## config.mk

```make
export PLATFORM = sky130hd
export DESIGN_NAME = ll3_h_lowpass3
export DESIGN_NICKNAME = d
export VERILOG_FILES = /design/src/rtl/ll3_h_lowpass3_pkg.sv /design/src/rtl/ll3_h_lowpass3_kernel.sv /design/src/rtl/ll3_h_lowpass3.sv
export SDC_FILE = /design/constraint.sdc
export NUM_CORES = 1
export LEC_CHECK = 0
export ABC_AREA = 1
export ABC_CLOCK_PERIOD_IN_PS = 4800
export CAP_MARGIN = 20
export CELL_PAD_IN_SITES_DETAIL_PLACEMENT = 2
export CELL_PAD_IN_SITES_GLOBAL_PLACEMENT = 2
export CORE_MARGIN = 4
export CORE_UTILIZATION = 34
export CTS_CLUSTER_SIZE = 10
export DETAILED_ROUTE_END_ITERATION = 8
export PLACE_DENSITY_LB_ADDON = 0.1
export REMOVE_ABC_BUFFERS = 1
export SLEW_MARGIN = 20
export SYNTH_ARGS = -nofsm -noshare
export SYNTH_HDL_FRONTEND = slang
export SYNTH_SLANG_ARGS = --single-unit
```

## constraint.sdc

```tcl
create_clock -name CLK -period 4.8 [get_ports CLK]
set_input_delay 0.72 -clock CLK [delete_from_list [all_inputs] [get_ports CLK]]
set_output_delay 0.72 -clock CLK [all_outputs]
set_load 0.03 [all_outputs]
```

## src/rtl/ll3_h_lowpass3_pkg.sv

```systemverilog
// ll3_h_lowpass3_pkg: shared state encoding and filter constants for the LL3_H [1 2 1]/4 low-pass stage
package ll3_h_lowpass3_pkg;
  localparam int DATA_W_DEF = 16;
  localparam int RND = 2;
  localparam int SHIFT = 2;
  typedef enum logic [1:0] {ST_FIRST, ST_RUN, ST_FLUSH} state_t;
endpackage

```

## src/rtl/ll3_h_lowpass3_kernel.sv

```systemverilog
// ll3_h_lowpass3_kernel: combinational (a + 2b + c + 2) >> 2, rounding half up
module ll3_h_lowpass3_kernel
  import ll3_h_lowpass3_pkg::*;
#(
  parameter int DATA_W = DATA_W_DEF
) (
  input  logic [DATA_W-1:0] a,
  input  logic [DATA_W-1:0] b,
  input  logic [DATA_W-1:0] c,
  output logic [DATA_W-1:0] y
);
  // two guard bits hold the full weighted sum, so the shifted result always fits DATA_W
  logic [DATA_W+1:0] sum;
  assign sum = {2'b00, a} + {1'b0, b, 1'b0} + {2'b00, c} + (DATA_W+2)'(RND);
  assign y = sum[SHIFT +: DATA_W];
endmodule

```

## src/rtl/ll3_h_lowpass3.sv

```systemverilog
// ll3_h_lowpass3: horizontal [1 2 1]/4 replicate-edge filter on the LL3_H token stream; LL3_H_LOWPASS3_BYPASS_EN adds per-row BYPASS
module ll3_h_lowpass3
  import ll3_h_lowpass3_pkg::*;
#(
  parameter int DATA_W = DATA_W_DEF,
  parameter int ROW_WIDTH = 512
) (
  input  logic              CLK,
  input  logic              RESET,
`ifdef LL3_H_LOWPASS3_BYPASS_EN
  input  logic              BYPASS,
`endif
  input  logic [DATA_W-1:0] In1_DATA,
  input  logic              In1_SEND,
  input  logic [DATA_W-1:0] In1_COUNT,
  output logic              In1_ACK,
  input  logic              Out1_RDY,
  input  logic              Out1_ACK,
  output logic [DATA_W-1:0] Out1_DATA,
  output logic              Out1_SEND,
  output logic [DATA_W-1:0] Out1_COUNT
);
  localparam logic [15:0] LAST = 16'(ROW_WIDTH - 1);
  state_t state_q, state_d;
  logic [15:0] col_q, col_d;
  logic [DATA_W-1:0] prev_q, prev_d, cur_q, cur_d, data_q, data_d, kc, f;
  logic send_q, send_d;
  logic unused_ok;
  assign unused_ok = ^{In1_COUNT, Out1_ACK};
  assign kc = state_q == ST_FLUSH ? cur_q : In1_DATA;
  ll3_h_lowpass3_kernel #(.DATA_W(DATA_W)) u_kernel (.a(prev_q), .b(cur_q), .c(kc), .y(f));
  assign Out1_DATA = data_q;
  assign Out1_SEND = send_q;
  assign Out1_COUNT = DATA_W'(1);
`ifdef LL3_H_LOWPASS3_BYPASS_EN
  logic byp_q, byp_d, byp_row, byp_fire, byp_last;
  assign byp_row = (state_q == ST_FIRST && BYPASS) || (state_q == ST_RUN && byp_q);
  assign byp_fire = byp_row && In1_SEND && Out1_RDY;
  assign byp_last = state_q == ST_FIRST ? ROW_WIDTH == 1 : col_q == LAST;
`endif
  // row FSM: prime the window in FIRST, stream in RUN, emit the replicated right edge in FLUSH
  always_comb begin
    state_d = state_q;
    col_d = col_q;
    prev_d = prev_q;
    cur_d = cur_q;
    data_d = data_q;
    send_d = 1'b0;
    In1_ACK = 1'b0;
    case (state_q)
      ST_FIRST: if (In1_SEND) begin
        In1_ACK = 1'b1;
        prev_d = In1_DATA;
        cur_d = In1_DATA;
        col_d = 16'd1;
        state_d = ROW_WIDTH == 1 ? ST_FLUSH : ST_RUN;
      end
      ST_RUN: if (In1_SEND && Out1_RDY) begin
        In1_ACK = 1'b1;
        send_d = 1'b1;
        data_d = f;
        prev_d = cur_q;
        cur_d = In1_DATA;
        col_d = col_q + 16'd1;
        state_d = col_q == LAST ? ST_FLUSH : ST_RUN;
      end
      ST_FLUSH: if (Out1_RDY) begin
        send_d = 1'b1;
        data_d = f;
        col_d = 16'd0;
        state_d = ST_FIRST;
      end
      default: state_d = ST_FIRST;
    endcase
`ifdef LL3_H_LOWPASS3_BYPASS_EN
    if (byp_row) begin
      In1_ACK = byp_fire;
      send_d = byp_fire;
      data_d = byp_fire ? In1_DATA : data_q;
      prev_d = prev_q;
      cur_d = cur_q;
      col_d = byp_fire ? (byp_last ? 16'd0 : col_q + 16'd1) : col_q;
      state_d = byp_fire ? (byp_last ? ST_FIRST : ST_RUN) : state_q;
    end
    byp_d = state_q == ST_FIRST && In1_ACK ? BYPASS : byp_q;
`endif
  end
  // state and output registers; reset drops any partial row and the output token at once
  always_ff @(posedge CLK or posedge RESET) begin
    if (RESET) begin
      state_q <= ST_FIRST;
      col_q <= '0;
      prev_q <= '0;
      cur_q <= '0;
      data_q <= '0;
      send_q <= 1'b0;
    end else begin
      state_q <= state_d;
      col_q <= col_d;
      prev_q <= prev_d;
      cur_q <= cur_d;
      data_q <= data_d;
      send_q <= send_d;
    end
  end
`ifdef LL3_H_LOWPASS3_BYPASS_EN
  // bypass mode latched for the whole row at its first fire
  always_ff @(posedge CLK or posedge RESET) begin
    if (RESET) byp_q <= 1'b0;
    else byp_q <= byp_d;
  end
`endif
endmodule
```

==> impl_metrics.toml, run 1 <==
[critical_path]
worstPathCellList = "inv_1 -> ha_1 -> o21ai_0 -> fa_1 -> ha_1 -> a21oi_1 -> o21ai_0 -> a21oi_1 -> nand2_1 -> nand2_1 -> nand3_1 -> nand2_1"
reg2reg_from = "state_q[0]"
path_common_cell = "nand2_1"
start_kind = "register"
slowest_delay_ps = 780
cp.required_ps = 5080
critPathSlowestCell = "ha_1"
rrSetupSlack_ps = 1040
startpoint = "state_q[0]"
arrival_ps = 4030
cp_max_fo = 23
end_kind = "register"
crit_type = "reg2reg"

[synth]
synth_top_area_share = 0.371
synth_warnings = 0
netlist_area_um2 = 4520
netlist_instances = 598
synth.avg_cell_area_um2 = 7.55
synth_cell_types = 39
synth-seq-cells = 67
yosys.area.top_type = "dfrtp_1"
yosys-top-cells-area = "dfrtp_1 37%, nand2_1 16%, o21ai_0 7.9%"
synth-seq-area-share = 0.371

[global_routing]
overflow = 0
grt_antenna_before_repair = 0
track_usage = 0.188
grt_max_degree = 43
grt_first_pass_wirelength_mm = 22.2
grt_pass1_vias = 4471

[clocking]
cts_root_buf = "clkbuf_16"
clockBufferDepth = 2
clk_latency_ps = 340
numCtsBuffers = 9
cts_tree = "yes"
post_cts_resized = 0
post_cts_buffers = 0
clock-sinks = 67
hold_buffers = 0
clkSlewWorstSetupHoldPaths_ps = 60
htreeDepth = 3

[power_and_ir_drop]
p_leak_nw = 2.55
power.total_mw = 4.42
peakVddDrop_v = 0.000261
power_density_nw_per_um2 = 841

[floorplanning]
die_height_um = 123
die-area_um2 = 15200
io_pins = 71
start_util = 0.352
core-area_um2 = 12800
die_w_um = 123
row_count = 41

[min_path]
hp-class = "reg2reg"
worstHoldStart = "Out1_DATA[7]"

[sta]
report.final.setup_viol = 0
slew_violations = 0
fin_tns_setup_ps = 0
fin_crit_sh = 0.782
min_period_ps = 3760
worst_pin_slew_ps = 923
fmax_mhz = 266
relSlewSlack = 0.384
hold_viol = 0
rsz0062_at_grt = "no"
skew_ps = 5.20

[routing]
postRouteAntennaNets = 0
firstDrtPassIters = 4
drt_iter0_drc = 114
num_vias = 4033
totalWireLength_mm = 13.0
wl_per_cell_um = 16.1
drc = 0
via_per_inst = 4.99

[final_layout]
layout-drive-gt1-share = 0.0597
num_antenna_cells = 0
n_fill_cell = 1524
area_growth_pct = 16.4
final_net_count = 705

[status]
outcome = "completed"

[run]
drv_cap = 0

[placed_design]
dpl.hpwl_mm = 9.82
port_buffers = 37
gp_congestion = 0.785
==> report_power, final <==
| part | internal [mW] | leakage, nW | switching (mW) |
|---|---|---|---|
| registers | 0.794 | 0.851 | 0.181 |
| logic | 0.992 | 1.57 | 1.85 |
| clock network | 0.358 | 0.132 | 0.249 |
| total | 2.14 | 2.55 | 2.28 |
==> worst paths after layout <==
path | end | cells after the start
worst max-delay path | Out1_DATA[13] | 12
worst min-delay path | Out1_DATA[7] | 2
worst max register to register | Out1_DATA[13] | 12
min in group asynchronous | col_q[14] | 2
max in group asynchronous | prev_q[8] | 3
worst min register to register | Out1_DATA[7] | 2
==> sequential cells by signal (all words and copies together), names as in the netlist <==
register and cells:
Out1_DATA 16, col_q 16, cur_q 16, prev_q 16
state_q 2, Out1_SEND 1
==> critical path, delay by kind of cell (launching register included) <==
kind                       cells  cell delay (ps)
DFF                            1              420
AOI/OAI and AO/OA              4             1130
and+or+nand+nor                4              340
buffers and inverters          1              130
adders and majority gates      3             1670
==> synthesized netlist by cell type (all sizes together) <==
library cell and n:
a21boi 1, clkbuf 10, and2 1, a21o 3
o21ai 79, o211ai 1, nand3b 2, fa 14
nor3 7, conb 2, nor3b 1, buf 23
o21a 1, a211oi 1, xnor2 4, a31oi 1
nor2 34, nand2 189, o21bai 4, xor2 2
nand3 28, inv 65, a21oi 30, dfrtp 67
ha 22, nand4 4, nor4 2
==> layout by cell type (no fill, tap or decap), types with 2 or more instances in the layout <==
cell	n
clkbuf_1	2
xor2_1	2
nor3_1	6
nor2_4	3
nor4_1	2
buf_4	5
nand3_1	25
a21oi_1	29
dfrtp_1	67
a21o_1	3
inv_1	59
nand3b_1	2
clkdlybuf4s50_1	37
clkinv_2	3
o21ai_0	71
clkbuf_16	9
ha_1	22
nand3_2	3
o21bai_1	4
conb_1	16
inv_2	6
nand4_1	4
nor2_1	27
fa_1	14
xnor2_1	4
nand2_1	188
nor2_2	4
o21ai_1	7
==> routing by layer <==
metal  GRT usage  up-vias  part of all wire
met4      0.0547        0             0.014
met3      0.0343       12             0.030
met5           0        -                 0
met2       0.345       46              0.52
li1            -     1953                 -
met1       0.223     2022              0.44
==> layout make-up <==
class | instances | area [um2] | area share
sequential | 67 | 1680 | 0.319
tap | 172 | 215 | 0.0410
multi-input combinational | 447 | 2450 | 0.466
inverter | 65 | 244 | 0.0464
clock buffer | 12 | 246 | 0.0469
timing repair buffer | 42 | 408 | 0.0776
clock inverter | 3 | 15.0 | 0.00286
==> logic make-up (layout without fill, tap and decap cells) <==
logic type | after synthesis | in the layout | synth area share
DFF | 67 | 67 | 0.371
adders and majority gates | 36 | 36 | 0.123
buffers and inverters | 98 | 122 | 0.0978
AOI/OAI and AO/OA | 121 | 121 | 0.142
and+or+nand+nor | 268 | 268 | 0.252
other | 2 | 16 | 0.00166
xor gates and xnor gates | 6 | 6 | 0.0116
==> through the flow <==
step | instances | util | instance area, um2 | setup WS [ps] | hold slack, ps
2_1_floorplan | 579 | - | 4370 | 1810 | 447
3_3_place_gp | 793 | 0.389 | 4990 | 1180 | 463
3_5_place_dp | 793 | 0.389 | 4990 | 1030 | 466
4_1_cts | 808 | 0.410 | 5260 | 988 | 493
5_1_grt | 808 | 0.410 | 5260 | 701 | 516
6_report | 808 | 0.410 | 5260 | 1040 | 490
Note: power is estimated with default switching activity, not from simulation.
==> inputs of run 2 (changes only) <==
- ABC_CLOCK_PERIOD_IN_PS: 4800 -> 3300
- CORE_UTILIZATION: 34 -> 28
- clock period: 4.8 -> 3.3 ns (I/O delays scaled with it)
==> run 2 against run 1 <==
  * Clock-buffer cell count increased by 3
  * Setup slack got worse by 850 ps
  * First-iteration DRC count decreased by 15%
  * Global-route usage decreased by 3.7 points
  * Sequential cell count unchanged
  * Largest cell class unchanged
==> impl_metrics.toml, run 2 (synthesized netlist as in run 1, its figures left out) <==
[clocking]
clock-sinks = 67
numCtsBuffers = 9
clockBufferDepth = 2
cts_root_buf = "clkbuf_16"
post_cts_buffers = 0
hold_buffers = 0
post_cts_resized = 0
clk_latency_ps = 330
clkSlewWorstSetupHoldPaths_ps = 60
cts_tree = "yes"
htreeDepth = 3

[final_layout]
n_fill_cell = 1825
num_antenna_cells = 0
layout_commonest_cell = "nand2_1"
fin_cells = 858
fin_util = 0.343
final_net_count = 710
final_cell_mix = "188 x nand2_1, 67 x dfrtp_1, 64 x o21ai_0"
fin_area_um2 = 5430
layout-drive-gt1-share = 0.0779
register_area_um2 = 1680
area_growth_pct = 20.2
multiInputGateArea_um2 = 2470

[placed_design]
gp_congestion = 0.760
placed_cell_area_um2 = 5110
place_ws_ps = 99.4
port_buffers = 37
dpl.hpwl_mm = 9.84
dpl.cell_count = 842

[sta]
rsz0062_at_grt = "yes"
fin_tns_setup_ps = 0
hold_ws_ps = 475
relSlewSlack = 0.465
report.final.setup_viol = 0
fin_crit_sh = 0.941
slew_violations = 0
min_period_ps = 3110
hold_viol = 0
worst_pin_slew_ps = 801
skew_ps = 6.70
fmax_mhz = 322
setup_slack_ps = 194

[routing]
totalWireLength_mm = 12.9
firstDrtPassIters = 4
drt_iter0_drc = 97
num_vias = 3964
via_per_inst = 4.62
postRouteAntennaNets = 0
drc = 0
wl_per_cell_um = 15.0

[global_routing]
track_usage = 0.151
grt_pass1_vias = 4402
grt_antenna_before_repair = 0
grt_max_degree = 35
overflow = 0
grt_first_pass_wirelength_mm = 22.0

[critical_path]
cp_max_fo = 31
cp.required_ps = 3520
crit_type = "reg2reg"
end_kind = "register"
arrival_ps = 3330
start_kind = "register"

[power_and_ir_drop]
power.switching_mw = 3.33
p_leak_nw = 2.59
clockPowerShare = 0.145
power_density_nw_per_um2 = 1220
combPwrFrac = 0.643
sequentialPowerShare = 0.212
peakVddDrop_v = 0.000300
power_switching_share = 0.502
power.total_mw = 6.63
intPower_mw = 3.30

[run]
drv_cap = 0

[floorplanning]
die_height_um = 135
start_util = 0.285
io_pins = 71
die-area_um2 = 18200
core-area_um2 = 15800
row_count = 46
die_w_um = 135

[min_path]
hp-class = "reg2reg"

[status]
outcome = "completed"
[run 2: changes by cell type in the layout (fill, tap and decap cells not counted), sizes merged]
cell    change
buf         +5
clkbuf      +3
clkinv      -2
[run 2: worst paths after layout]
check,startpoint,endpoint,slack (ps),depth (start not counted)
worst max-delay path,state_q[0],Out1_DATA[13],190,14
max in group asynchronous,RESET,prev_q[12],2000,3
min in group asynchronous,RESET,state_q[0],620,2
worst min register to register,Out1_DATA[13],Out1_DATA[13],480,2
worst max register to register,state_q[0],Out1_DATA[13],190,14
worst min-delay path,Out1_DATA[13],Out1_DATA[13],480,2
[run 2: cell type report]
type / count / area share
multi-input cells: 447 / 0.456
flip-flops and latches: 67 / 0.309
repair buffers: 47 / 0.0867
clock buffers: 15 / 0.0530
well taps: 216 / 0.0498
inverters: 65 / 0.0450
clock inverters: 1 / 0.000922
[run 2: worst max-delay path, cell delays in order (launching register included)]
cell and delay [ps]:
dfrtp_1 420, inv_1 110, ha_1 200, buf_12 190, inv_2 100, o21ai_0 220
fa_1 450, inv_1 70, ha_2 300, a21oi_1 230, o21ai_1 160, a21oi_1 210
nand3_1 110, nand3_1 130, nand2_1 60
[run 2: routing by layer]
layer | part of all wire | up-vias | GRT usage
met5 | 0 | - | 0
met4 | 0.016 | 0 | 0.0493
met3 | 0.022 | 15 | 0.0201
met2 | 0.48 | 44 | 0.258
met1 | 0.48 | 1934 | 0.198
li1 | - | 1971 | -
[run 2: power groups by stage]
stage	clock network, mW	registers, mW	logic, mW
2_1_floorplan	0	1.57	2.70
3_3_place_gp	0	1.41	4.12
3_5_place_dp	0	1.43	4.26
4_1_cts	1.00	1.42	4.30
5_1_grt	1.04	1.46	4.95
6_report	0.959	1.41	4.27
==> inputs of run 3 (changes only) <==
- GPL_TIMING_DRIVEN: not set -> 1
==> results of run 3 <==
The final DEF is identical to that of run 2; final timing and power are the same.
